===== src/rtl/actf_pipe.sv =====
// Three-stage piecewise-linear sigmoid / tanh unit with valid/ready flow control.
// Stage 1 forms the operand z, stage 2 classifies it, stage 3 sums and rescales.
module actf_pipe #(
  parameter int WIDTH = 24,
  parameter int FRAC  = 20
) (
  input  logic                    clk,
  input  logic                    rst,
  input  logic                    in_valid,
  output logic                    in_ready,
  input  logic signed [WIDTH-1:0] in_data,
  input  logic                    in_mode,
  output logic                    out_valid,
  input  logic                    out_ready,
  output logic signed [WIDTH-1:0] out_data,
  output logic                    out_mode
);

  localparam int XW = WIDTH + 2;
  typedef logic signed [XW-1:0] wide_t;

  localparam longint ONE_L = longint'(1) << FRAC;
  localparam wide_t  ONE   = wide_t'(ONE_L);
  localparam wide_t  T1    = wide_t'((8 * ONE_L) / 10);
  localparam wide_t  T2    = wide_t'((32 * ONE_L) / 10);
  localparam wide_t  C4    = wide_t'((4 * ONE_L) / 10);
  localparam wide_t  C5    = wide_t'(ONE_L / 2);
  localparam wide_t  C6    = wide_t'((6 * ONE_L) / 10);
  localparam wide_t  ZMAX  = wide_t'((longint'(1) << (WIDTH - 1)) - 1);
  localparam wide_t  ZMIN  = wide_t'(-(longint'(1) << (WIDTH - 1)));

  typedef enum logic [1:0] {
    RG_INNER  = 2'd0,
    RG_OUTER  = 2'd1,
    RG_SAT_HI = 2'd2,
    RG_SAT_LO = 2'd3
  } region_t;

  logic                    v1, v2, v3;
  logic                    m1, m2;
  logic signed [WIDTH-1:0] z1;
  region_t                 rg2;
  wide_t                   term2, cst2;

  logic s1_free, s2_free, s3_free;

  // A stage may load when empty or when its occupant moves on this cycle.
  assign s3_free   = ~v3 | out_ready;
  assign s2_free   = ~v2 | s3_free;
  assign s1_free   = ~v1 | s2_free;
  assign in_ready  = ~rst & s1_free;
  assign out_valid = v3;

  wide_t x_ext, x_dbl, z_next;

  always_comb begin
    x_ext  = wide_t'(in_data);
    x_dbl  = x_ext <<< 1;
    z_next = x_ext;
    if (in_mode) begin
      if (x_dbl > ZMAX)      z_next = ZMAX;
      else if (x_dbl < ZMIN) z_next = ZMIN;
      else                   z_next = x_dbl;
    end
  end

  wide_t   z_ext, term_next, cst_next;
  region_t rg_next;

  always_comb begin
    z_ext     = wide_t'(z1);
    rg_next   = RG_INNER;
    term_next = z_ext >>> 2;
    cst_next  = C5;
    if (z_ext > T2) begin
      rg_next   = RG_SAT_HI;
      term_next = '0;
      cst_next  = '0;
    end else if (z_ext < -T2) begin
      rg_next   = RG_SAT_LO;
      term_next = '0;
      cst_next  = '0;
    end else if (z_ext > T1) begin
      rg_next   = RG_OUTER;
      term_next = z_ext >>> 3;
      cst_next  = C6;
    end else if (z_ext < -T1) begin
      rg_next   = RG_OUTER;
      term_next = z_ext >>> 3;
      cst_next  = C4;
    end
  end

  wide_t s_val, r_val;

  always_comb begin
    case (rg2)
      RG_SAT_HI: s_val = ONE;
      RG_SAT_LO: s_val = '0;
      default:   s_val = term2 + cst2;
    endcase
    r_val = m2 ? (s_val <<< 1) - ONE : s_val;
  end

  always_ff @(posedge clk) begin
    if (rst) begin
      v1       <= 1'b0;
      v2       <= 1'b0;
      v3       <= 1'b0;
      m1       <= 1'b0;
      m2       <= 1'b0;
      z1       <= '0;
      rg2      <= RG_INNER;
      term2    <= '0;
      cst2     <= '0;
      out_data <= '0;
      out_mode <= 1'b0;
    end else begin
      if (s1_free) begin
        v1 <= in_valid;
        if (in_valid) begin
          z1 <= WIDTH'(z_next);
          m1 <= in_mode;
        end
      end
      if (s2_free) begin
        v2 <= v1;
        if (v1) begin
          rg2   <= rg_next;
          term2 <= term_next;
          cst2  <= cst_next;
          m2    <= m1;
        end
      end
      if (s3_free) begin
        v3 <= v2;
        if (v2) begin
          out_data <= WIDTH'(r_val);
          out_mode <= m2;
        end
      end
    end
  end

endmodule


===== config.mk =====
export PLATFORM = sky130hd
export DESIGN_NAME = actf_pipe
export DESIGN_NICKNAME = d
export VERILOG_FILES = /design/src/rtl/actf_pipe.sv
export SDC_FILE = /design/constraint.sdc
export NUM_CORES = 1
export LEC_CHECK = 0
export ABC_AREA = 0
export CORE_MARGIN = 2
export CORE_UTILIZATION = 35
export DETAILED_ROUTE_END_ITERATION = 8
export PLACE_DENSITY_LB_ADDON = 0.2
export SLEW_MARGIN = 20
export SYNTH_ARGS = -nofsm -noshare
export SYNTH_HDL_FRONTEND = slang
export SYNTH_SLANG_ARGS = --single-unit

===== constraint.sdc =====
create_clock -name clk -period 5.4 [get_ports clk]
set_clock_uncertainty 0.15 [all_clocks]
set_input_delay 0.81 -clock clk [delete_from_list [all_inputs] [get_ports clk]]
set_output_delay 0.81 -clock clk [all_outputs]
set_load 0.01 [all_outputs]

==> metrics.yaml <==
utilization: 0.4262
nNetsFinal: 704
ctsLongestPathBuffers: 2
synth_edf_count: 0
setup_violations: 0
hp-start: "out_data[22]"
synth-simple-area-share: 0.2128
internal-power_mw: 1.065
synth_nets: 672
synth_xor_area_frac: 0.02844
critical_path_class: "flop to flop"
pwr_density_cell_nw_per_um2: 249.3
cts_buffers: 9
holdWs_ns: 0.2962
grt_overflow: 0
hold_buffers: 0
ir_drop_uv: 152.3
die_x_um: 122.7
cts_tree: "built"
p_sw_uw: 404.5
drc: 0
final-hold-violation-count: 0
syn-cell-area_um2: 4927
whs_endpoint: "out_data[22]"
clkPwrFrac: 0.399
slew_violations: 0
yosysSeqAreaShare: 0.3291
place_hpwl_um: 9318
hold_depth: 2
n_antenna_cell: 0
critical_path.max_fanout: 10
die_height_um: 122.7
pwr-share-seq: 0.447
h-tree-depth: 3
max_cap_viol_count: 0
postCtsSetupRepairBufs: 0
fin_crit_ns: 3.603
preCtsSetupSlack_ns: 1.826
avgSynthCellArea_um2: 7.947
worst_slew_pin_slew_ns: 0.9144
grt_pass1_wl_um: 21240
first_iter_violations: 166
first_pass_iters: 4
cts_resized: 0
r2r_cells: 14
synthAdderAreaFrac: 0.05993
min_path_type: "flop to flop"
die_area_um2: 15040
grt_max_degree: 49
wl_um: 12560
cp-start-kind: "flop"
drive_gt1_frac: 0.05793
grt_pass1_vias: 4323
worstPathRequired_ns: 5.47
synth_top_family_by_area: "compound AO/OA/AOI/OAI gates"
syn_to_final_growth_pct: 19.60
synth_seq_cells: 81
regToRegEndpoint: "out_data[22]"
synth_ff_type: "dfxtp_1"
ys_types: 67
power_frac_comb: 0.155
wl_per_cell_um: 15.03
path_clk_slew_ns: 0.06
syn_inst: 620
status: "complete, no violations"
antenna_found_initial: 0
synth_compound_area_frac: 0.2715
r2r_setup_slack_ns: 1.80
antenna_left: 0
critPathArrivalTime_ns: 3.68
crit_path_end_kind: "flop"
port_buffers: 55
io_pins: 56
yosys_warnings: 0
post-route-period-util: 0.6673
async_flop_share: 0
final_area_um2: 5893
relSlewSlack: 0.3885
rows: 43
tns_ns: 0
via_count: 4504
cts.sinks: 81
drt-vias-per-instance: 5.388
design.core.area_um2: 13830
rr_startpoint: "cst2[16]"
leakagePower_nw: 2.222
setup_slack_ns: 1.797
initial_utilization: 0.3563
muxShareOfSynthArea: 0.05104
swShare: 0.2753
clkLatencyLatePin_ns: 0.34
cts_root_buffer: "clkbuf_16"
gr-usage-all-layers: 0.1768
place_area_um2: 5582
rsz0062_at_grt: "no"
fmax_ghz: 0.2775
place_congestion: 0.8732
## worst max-delay path: stages (launching register included)
cell and delay [ns]:
dfxtp_1 0.55, ha_1 0.25, inv_1 0.06, fa_1 0.39, nor2b_1 0.15, o31a_1 0.22
nand3_1 0.17, a31oi_1 0.30, a211oi_1 0.14, o211ai_1 0.28, ha_1 0.29, nor3b_1 0.24
o2111ai_1 0.12, o21ai_0 0.10, o21ai_1 0.08
## metrics by stage
step	total power, mW	std cells
after detailed placement	0.8944	820
after floorplan	0.8213	620
after global placement	0.8911	820
final	1.469	836
after global routing	1.541	836
after CTS	1.482	835
## how the worst max path moves through the flow
stage | start | slack, ns | cells after the start | end
2_1_floorplan | cst2[18] | 2.18 | 11 | out_data[22]
5_1_grt | cst2[16] | 1.43 | 14 | out_data[22]
3_5_place_dp | cst2[16] | 1.83 | 13 | out_data[22]
3_3_place_gp | cst2[16] | 1.94 | 13 | out_data[22]
4_1_cts | cst2[16] | 1.81 | 13 | out_data[22]
6_report | cst2[16] | 1.80 | 14 | out_data[22]
## layer usage
layer | up-vias | wire length (um) | GRT usage
met2 | 73 | 6036 | 0.2972
li1 | 2343 | - | -
met4 | 0 | 140 | 0.04885
met5 | - | 0 | 0
met3 | 8 | 381 | 0.04043
met1 | 2080 | 6004 | 0.2267
## cells by family (layout without fill, tap and decap cells)
logic type      after synthesis  count (layout)
simple gates                230             230
buf+inv                      55              91
compound gates              190             190
fa+ha+maj                    23              23
flops                        81              81
mux                          25              25
xor+xnor                     16              16
## area by class of cell
class,instances,area [um^2]
repair buffers,63,625.6
flip-flops and latches,81,1622
well taps,180,225.2
clock buffers,12,256.5
multi-input cells,484,3090
fillers,1401,7934
clock inverters,3,25.02
inverters,13,48.80
## power groups by stage
stage / logic [mW] / registers, mW / clock network [mW]
after CTS: 0.226 / 0.656 / 0.600
after floorplan: 0.161 / 0.660 / 0
after global placement: 0.223 / 0.668 / 0
final: 0.228 / 0.656 / 0.586
after detailed placement: 0.225 / 0.669 / 0
after global routing: 0.255 / 0.660 / 0.626
## Yosys cell counts (7+ instances only)
| cell type | number | area share |
|---|---|---|
| dfxtp_1 | 81 | 0.33 |
| a21oi_1 | 38 | 0.039 |
| a31oi_1 | 7 | 0.0089 |
| a311oi_1 | 24 | 0.043 |
| a211oi_1 | 8 | 0.012 |
| nor2_1 | 72 | 0.055 |
| nor2b_1 | 8 | 0.010 |
| xnor2_1 | 10 | 0.018 |
| o21ai_1 | 22 | 0.022 |
| nand2b_1 | 14 | 0.018 |
| clkbuf_1 | 32 | 0.024 |
| o211ai_1 | 24 | 0.037 |
| nand3_1 | 13 | 0.013 |
| ha_1 | 22 | 0.056 |
| inv_1 | 13 | 0.0099 |
| nor3_1 | 18 | 0.018 |
| o21ai_0 | 16 | 0.016 |
| mux2i_1 | 24 | 0.049 |
| nand2_1 | 78 | 0.059 |
## registers in the layout, summed over array words and instances (netlist names)
signal     flops
v2             1
out_mode       1
m1             1
v1             1
cst2           3
m2             1
rg2            2
z1            24
term2         22
out_valid      1
out_data      24
## cell usage in the layout (no fill, tap or decap), drive strengths merged, types with 22 or more instances in the layout
cell           netlist  layout
ha                  22      22
mux2i               24      24
clkdlybuf4s50        0      54
nor2                72      72
a21oi               38      38
nand2               78      78
dfxtp               81      81
o21ai               38      38
o211ai              25      25
a311oi              25      25
Power figures use the tool's default switching activity.
